$ cat src/rtl/nonce_scan.sv
// nonce_scan: finds the minimum hash word, or with NONCE_SCAN_EARLY_EXIT_EN the first word below target, over a word-addressed memory.
// Latency NUM_NONCES+2 cycles from start (less on an early exit); one read per cycle, no backpressure.
module nonce_scan #(
    parameter int NUM_NONCES = 16
) (
    input  logic        clk,
    input  logic        reset,
    input  logic        start,
    input  logic [15:0] input_addr,
    input  logic [31:0] target,
    output logic        done,
    output logic        found,
    output logic [31:0] best_nonce,
    output logic [31:0] best_hash,
    output logic        mem_clk,
    output logic        mem_we,
    output logic [15:0] mem_addr,
    input  logic [31:0] mem_read_data
);

    localparam int IW = $clog2(NUM_NONCES + 1);
    localparam logic [IW-1:0] N_L    = IW'(NUM_NONCES);
    localparam logic [IW-1:0] LAST_L = IW'(NUM_NONCES - 1);

    typedef enum logic [1:0] {IDLE, SCAN, DRAIN, DONE} state_t;

    state_t        state;
    state_t        state_nxt;
    logic [IW-1:0] issue_idx;
    logic [IW-1:0] cmp_idx;
    logic [IW-1:0] best_idx_q;
    logic [15:0]   base_q;
    logic [31:0]   target_q;
    logic [31:0]   best_q;
    logic          a_vld;
    logic          d_vld;
    logic          hit_q;
    logic          accept;
    logic          issue;
    logic          do_cmp;
    logic          early_hit;
    logic          finish;

    assign mem_clk = clk;
    assign mem_we  = 1'b0;

    always_ff @(posedge clk or posedge reset) begin
        if (reset) begin
            state <= IDLE;
        end else begin
            state <= state_nxt;
        end
    end

    // a_vld: an address was registered last edge; d_vld: its data is on the bus now.
    always_comb begin
        state_nxt = state;
        accept    = 1'b0;
        issue     = 1'b0;
        do_cmp    = 1'b0;
        finish    = 1'b0;
        early_hit = 1'b0;
        case (state)
            IDLE, DONE: begin
                if (start) begin
                    accept    = 1'b1;
                    state_nxt = SCAN;
                end
            end
            SCAN: begin
                issue  = (issue_idx < N_L);
                do_cmp = d_vld;
                if (issue_idx >= LAST_L) begin
                    state_nxt = DRAIN;
                end
            end
            DRAIN: begin
                if (hit_q || (!a_vld && !d_vld)) begin
                    finish    = 1'b1;
                    state_nxt = DONE;
                end else begin
                    do_cmp = d_vld;
                end
            end
            default: state_nxt = IDLE;
        endcase
`ifdef NONCE_SCAN_EARLY_EXIT_EN
        early_hit = do_cmp && (mem_read_data < target_q);
`else
        early_hit = 1'b0;
`endif
        if (early_hit) begin
            state_nxt = DRAIN;
        end
    end

    always_ff @(posedge clk or posedge reset) begin
        if (reset) begin
            done       <= 1'b0;
            found      <= 1'b0;
            best_nonce <= 32'h0;
            best_hash  <= 32'h0;
            mem_addr   <= 16'h0;
            base_q     <= 16'h0;
            target_q   <= 32'h0;
            best_q     <= 32'h0;
            best_idx_q <= '0;
            issue_idx  <= '0;
            cmp_idx    <= '0;
            a_vld      <= 1'b0;
            d_vld      <= 1'b0;
            hit_q      <= 1'b0;
        end else if (accept) begin
            // Index 0 is issued on the accepting edge so data for index i is compared at T+2+i.
            base_q     <= input_addr;
            target_q   <= target;
            mem_addr   <= input_addr;
            issue_idx  <= IW'(1);
            cmp_idx    <= '0;
            best_q     <= 32'hFFFF_FFFF;
            best_idx_q <= '0;
            done       <= 1'b0;
            a_vld      <= 1'b1;
            d_vld      <= 1'b0;
            hit_q      <= 1'b0;
        end else begin
            a_vld <= issue;
            d_vld <= a_vld;
            if (issue) begin
                mem_addr  <= base_q + 16'(issue_idx);
                issue_idx <= issue_idx + 1'b1;
            end
            if (do_cmp) begin
                cmp_idx <= cmp_idx + 1'b1;
                if (early_hit || (mem_read_data < best_q)) begin
                    best_q     <= mem_read_data;
                    best_idx_q <= cmp_idx;
                end
                if (early_hit) begin
                    hit_q <= 1'b1;
                end
            end
            if (finish) begin
                done       <= 1'b1;
                best_hash  <= best_q;
                best_nonce <= 32'(best_idx_q);
                found      <= (best_q < target_q);
            end
        end
    end

endmodule
$ cat config.mk
export PLATFORM = sky130hd
export DESIGN_NAME = nonce_scan
export DESIGN_NICKNAME = d
export VERILOG_FILES = /design/src/rtl/nonce_scan.sv
export SDC_FILE = /design/constraint.sdc
export NUM_CORES = 1
export LEC_CHECK = 0
export ABC_AREA = 1
export ABC_CLOCK_PERIOD_IN_PS = 9800
export CORE_MARGIN = 1
export CORE_UTILIZATION = 47
export CTS_CLUSTER_DIAMETER = 120
export DETAILED_ROUTE_END_ITERATION = 16
export PLACE_DENSITY = 0.71
export SKIP_CTS_REPAIR_TIMING = 1
export SYNTH_ARGS = -nofsm -noshare
export SYNTH_HDL_FRONTEND = slang
export SYNTH_SLANG_ARGS = --single-unit
export TNS_END_PERCENT = 20
$ cat constraint.sdc
create_clock -name clk -period 9.8 [get_ports clk]
set_input_delay 1.96 -clock clk [delete_from_list [all_inputs] [get_ports clk]]
set_output_delay 1.96 -clock clk [all_outputs]
set_load 0.005 [all_outputs]
==> results.cfg, run 1 <==
[status]
outcome = finished, final reports clean

[finish]
nets = 1297
syn_to_final_growth_pct = 24.2
finish.utilization_pct = 60.6
drive_gt1_share_pct = 9.89
antennaDiodeCount = 0

[pwr]
clockPowerShare_pct = 21.3
p_int_mw = 2.07
seqPwrFrac_pct = 32.4
power_leakage_nw = 5.28
switching_share_pct = 39.9
peakVddDrop_mv = 0.164
p_sw_mw = 1.37
p_comb_share_pct = 46.3
p_per_area_nw_per_um2 = 325

[drt]
viasPerCell = 4.97
drt-wirelength-per-cell_um = 13.9
drc = 0
drtIter0Drc = 421
drt_first_pass_iters = 5
drt_wl_total_um = 19100
vias = 6849
ant_nets = 0

[synthesis]
syn_inst = 1016
synthAdderAreaFrac_pct = 11.0
synth_flop_cell = dfrtp_1
ys_seq_area_share_pct = 45.2
netlist_area_um2 = 8520
synth_top_cell_by_area = dfrtp_1
synth-simple-area-share_pct = 23.1
ys_types = 42
synth_top_family_by_area = simple AND/OR/NAND/NOR gates
synth_xor_area_share_pct = 0.206
syn_area_per_cell_um2 = 8.39
ys_warn_count = 0
synth_top_area_share_pct = 45.2
synth_edf_count = 0
ys_ff_latch = 154
postSynth.asyncResetShare_pct = 100
synth_compound_area_share_pct = 9.74
synthMuxAreaShare_pct = 0.793
ys_top_cells_by_area = dfrtp_1, nand2_1, ha_1

[floorplanning]
die_y_um = 137
die_w_um = 137
fp.dieArea_um2 = 18700
ios = 167
num_rows = 48
core_um2 = 17500
initial_core_util_pct = 48.7

[sta]
rsz0062_at_grt = false
slew-limit-headroom_pct = 31.0
setup_viol = 0
hold_viol = 0
finalSetupTns_ns = 0
finClkSkew_ns = 0.00739
tightest_slew_ns = 1.04
drv_slew = 0

[clock_network]
tritoncts = yes
path_clk_slew_ns = 0.06
clk_latency_ns = 0.54

[setup_path]
crit_fanout = 2
startpoint_type = clock port
worst_setup_path_end_kind = output pin
crit_required_ns = 7.84
critical_path_class = clk -> out
worstPathArrival_ns = 5.58

[global_route]
grt_pass1_vias = 6629
grt_antenna_before_repair = 0
grt_max_degree = 89
grt_overflow = 0
grtUsageTotal_pct = 22.1
grt_pass1_wl_um = 31900

[run]
maxCapViolCount = 0

[placement]
dp_hpwl_um = 13300
routabilityCongestion = 0.838
port_buffers = 138

[min_path]
hold_class = reg -> reg
## sequential cells by signal, summed over array words and instances, names as in the netlist
register	flops
best_hash	32
best_q	32
target_q	32
base_q	16
mem_addr	16
best_idx_q	5
best_nonce	5
cmp_idx	5
issue_idx	5
state	2
a_vld	1
d_vld	1
done	1
found	1
## power groups by stage
stage / registers [mW] / clock network, mW / logic (mW)
after floorplan: 1.08 / 0.00661 / 1.12
after global placement: 1.12 / 0.00859 / 1.55
after detailed placement: 1.12 / 0.00859 / 1.60
after CTS: 1.12 / 0.745 / 1.61
after global routing: 1.15 / 0.775 / 1.85
final: 1.11 / 0.733 / 1.59
## metal layers
metal	global-route usage, %	routed length [um]	share of wire, %	up-vias
met5	0	0	0	-
met4	5.37	141	0.74	0
met3	5.04	943	4.9	13
met2	34.8	8870	46	150
met1	30.8	9170	48	3217
li1	-	-	-	3469
## through the flow
| step | std cells | power [mW] | instance area, um2 | setup slack [ns] | hold WS (ns) |
|---|---|---|---|---|---|
| after floorplan | 1043 | 2.21 | 8620 | 2.83 | 0.453 |
| after global placement | 1343 | 2.68 | 9910 | 2.53 | 0.464 |
| after detailed placement | 1343 | 2.73 | 9910 | 2.53 | 0.465 |
| after CTS | 1378 | 3.47 | 10600 | 2.26 | 0.482 |
| after global routing | 1378 | 3.78 | 10600 | 2.25 | 0.515 |
| final | 1378 | 3.44 | 10600 | 2.26 | 0.481 |
## area by class of cell
type                            count  area [um2]
Tap cell                          225         282
Inverter                          115         439
Clock inverter                     13         151
Timing Repair Buffer              141        1400
Sequential cell                   154        3850
Fill cell                        1536        6890
Clock buffer                       23         528
Multi-Input combinational cell    707        3930
## synthesized netlist by cell type (all sizes together) (2+ instances only)
cell type / instances
ha: 73
and3: 2
nor4: 2
nand2: 271
clkbuf: 17
buf: 50
o21a: 2
a31oi: 6
nor3: 10
nand4: 2
nand3: 65
o21bai: 2
or2: 36
a21oi: 45
nor2: 52
mux2: 6
dfrtp: 154
inv: 114
o21ai: 94
## path summary, 6_finish.rpt
kind | from | endpoint | slack (ns) | depth (start not counted)
max | clk | mem_clk | 2.26 | 3
max in group asynchronous | reset | target_q[29] | 6.38 | 3
min reg2reg | found | found | 0.48 | 2
min in group asynchronous | reset | best_hash[7] | 1.92 | 2
min | found | found | 0.48 | 2
max reg2reg | best_q[23] | best_q[4] | 6.48 | 11
## cell families (layout without fill, tap and decap cells)
kind of cell	after synthesis	after routing
compound gates	156	156
flops	154	154
xor+xnor	2	2
buf+inv	182	292
mux	6	6
simple gates	441	441
other cells	1	28
fa+ha+maj	74	74
## cell usage in the layout, fill, tap and decap left out, types with 36 or more instances in the layout
cell type / instances
a21oi_1: 44
o21ai_0: 93
nor2_1: 51
nand3_1: 46
dfrtp_1: 154
or2_2: 36
inv_1: 109
nand2_1: 265
ha_1: 73
clkdlybuf4s50_1: 138
## critical path, stage by stage
cell             delay, ns
clkbuf_16             0.12
clkbuf_16             0.13
clkdlybuf4s50_1       0.43
Note: power is estimated with default switching activity, not from simulation.
==> inputs of run 2 (changes only) <==
--- a/config.mk
+++ b/config.mk
@@ -6,12 +6,12 @@
 export NUM_CORES = 1
 export LEC_CHECK = 0
 export ABC_AREA = 1
-export ABC_CLOCK_PERIOD_IN_PS = 9800
+export ABC_CLOCK_PERIOD_IN_PS = 6100
 export CORE_MARGIN = 1
 export CORE_UTILIZATION = 47
 export CTS_CLUSTER_DIAMETER = 120
 export DETAILED_ROUTE_END_ITERATION = 16
-export PLACE_DENSITY = 0.71
+export PLACE_DENSITY = 0.74
 export SKIP_CTS_REPAIR_TIMING = 1
 export SYNTH_ARGS = -nofsm -noshare
 export SYNTH_HDL_FRONTEND = slang
==> constraint.sdc (replaced) <==
create_clock -name clk -period 6.1 [get_ports clk]
set_input_delay 1.22 -clock clk [delete_from_list [all_inputs] [get_ports clk]]
set_output_delay 1.22 -clock clk [all_outputs]
set_load 0.005 [all_outputs]
==> results.cfg, run 2 (synthesis results as in run 1) <==
[status]
outcome = finished, final reports clean

[clock_network]
clk_latency_ns = 0.54
path_clk_slew_ns = 0.06
tritoncts = yes

[setup_path]
critical_path.cell_chain = clkbuf_16, clkbuf_16, clkdlybuf4s50_1
worst_setup_path_end_kind = output pin
critPathTopFamily = buffers and inverters
cpMostUsedCell = clkbuf_16
critical_path_class = clk -> out
crit_fanout = 2
crit_required_ns = 4.88
startpoint_type = clock port
worstPathArrival_ns = 3.73
critical_path.max_stage_delay_ns = 0.43
crit_path_top_delay_cell = clkdlybuf4s50_1
critPathBufInv = 3

[drt]
drt_first_pass_iters = 7
drt_wl_total_um = 19300
ant_nets = 0
drtIter0Drc = 421
viasPerCell = 4.96
drc = 0
vias = 6840
drt-wirelength-per-cell_um = 14.0

[global_route]
grt_pass1_wl_um = 31700
grt_pass1_vias = 6659
grtUsageTotal_pct = 21.9
grt_overflow = 0
grt_antenna_before_repair = 0
grt_max_degree = 117

[run]
maxCapViolCount = 0

[placement]
routabilityCongestion = 0.803
dp_hpwl_um = 13300
port_buffers = 138

[floorplanning]
die_w_um = 137
die_y_um = 137
initial_core_util_pct = 48.7
core_um2 = 17500
fp.dieArea_um2 = 18700
num_rows = 48
ios = 167

[sta]
finClkSkew_ns = 0.00697
slew-limit-headroom_pct = 29.8
hold_viol = 0
finalSetupTns_ns = 0
tightest_slew_ns = 1.05
rsz0062_at_grt = false
setup_viol = 0
drv_slew = 0

[min_path]
hold_class = reg -> reg

[finish]
finish.utilization_pct = 61.2
nets = 1297
antennaDiodeCount = 0
top_regs = best_hash (32), best_q (32), target_q (32)
syn_to_final_growth_pct = 25.5
layout.cells.most_common_list = nand2_1, dfrtp_1, clkdlybuf4s50_1
drive_gt1_share_pct = 9.97
layout_commonest_cell = nand2_1
fill_cells = 1505

[pwr]
p_per_area_nw_per_um2 = 535
power_leakage_nw = 5.33
peakVddDrop_mv = 0.255
-- run 2: metrics by stage --
step	cell area [um2]	power [mW]	setup slack, ns	cells	hold slack [ns]
floorplan	8620	3.55	0.730	1043	0.453
global placement	9910	4.29	1.42	1343	0.462
detailed placement	9910	4.38	1.42	1343	0.473
CTS	10700	5.76	1.15	1378	0.488
global route	10700	6.24	1.15	1378	0.499
finish	10700	5.71	1.15	1378	0.483
-- run 2: final timing paths --
check / startpoint / end / slack (ns) / cells past startpoint
min in group asynchronous: reset / best_hash[7] / 1.31 / 2
worst min register to register: best_hash[2] / best_hash[2] / 0.48 / 2
worst max-delay path: clk / mem_clk / 1.15 / 3
worst min-delay path: best_hash[2] / best_hash[2] / 0.48 / 2
worst max register to register: best_q[15] / best_q[3] / 2.76 / 13
max in group asynchronous: reset / best_q[2] / 3.62 / 3
-- run 2: worst register-to-register path, stage by stage, from the launching register on --
cell and delay (ns):
dfrtp_1 0.40, inv_1 0.09, ha_1 0.30, nand2_1 0.05
inv_1 0.07, nand3_1 0.10, nor3_1 0.17, nand2_1 0.08
nand2_1 0.09, nand2_1 0.14, nand2_2 0.73, nand2_2 0.68
nand2_1 0.23, nand2_1 0.08
-- run 2: cell type report --
type,count,area [um2],area share [%]
Clock buffer,23,538,5.03
Inverter,115,439,4.11
Sequential cell,154,3850,36.1
Timing Repair Buffer,141,1400,13.1
Multi-Input combinational cell,707,3930,36.8
Clock inverter,13,245,2.29
Tap cell,225,282,2.63
-- run 2: where the power goes --
part | internal [mW] | switching [mW]
logic | 1.09 | 1.49
registers | 1.49 | 0.289
clock network | 0.922 | 0.433
-- run 2: layer usage --
metal | GRT usage [%] | vias up | part of all wire (%) | wire length, um
met3 | 4.26 | 17 | 5.2 | 993
li1 | - | 3461 | - | -
met1 | 29.3 | 3182 | 46 | 8910
met4 | 7.47 | 0 | 1.2 | 228
met2 | 35.4 | 180 | 47 | 9120
met5 | 0 | - | 0 | 0
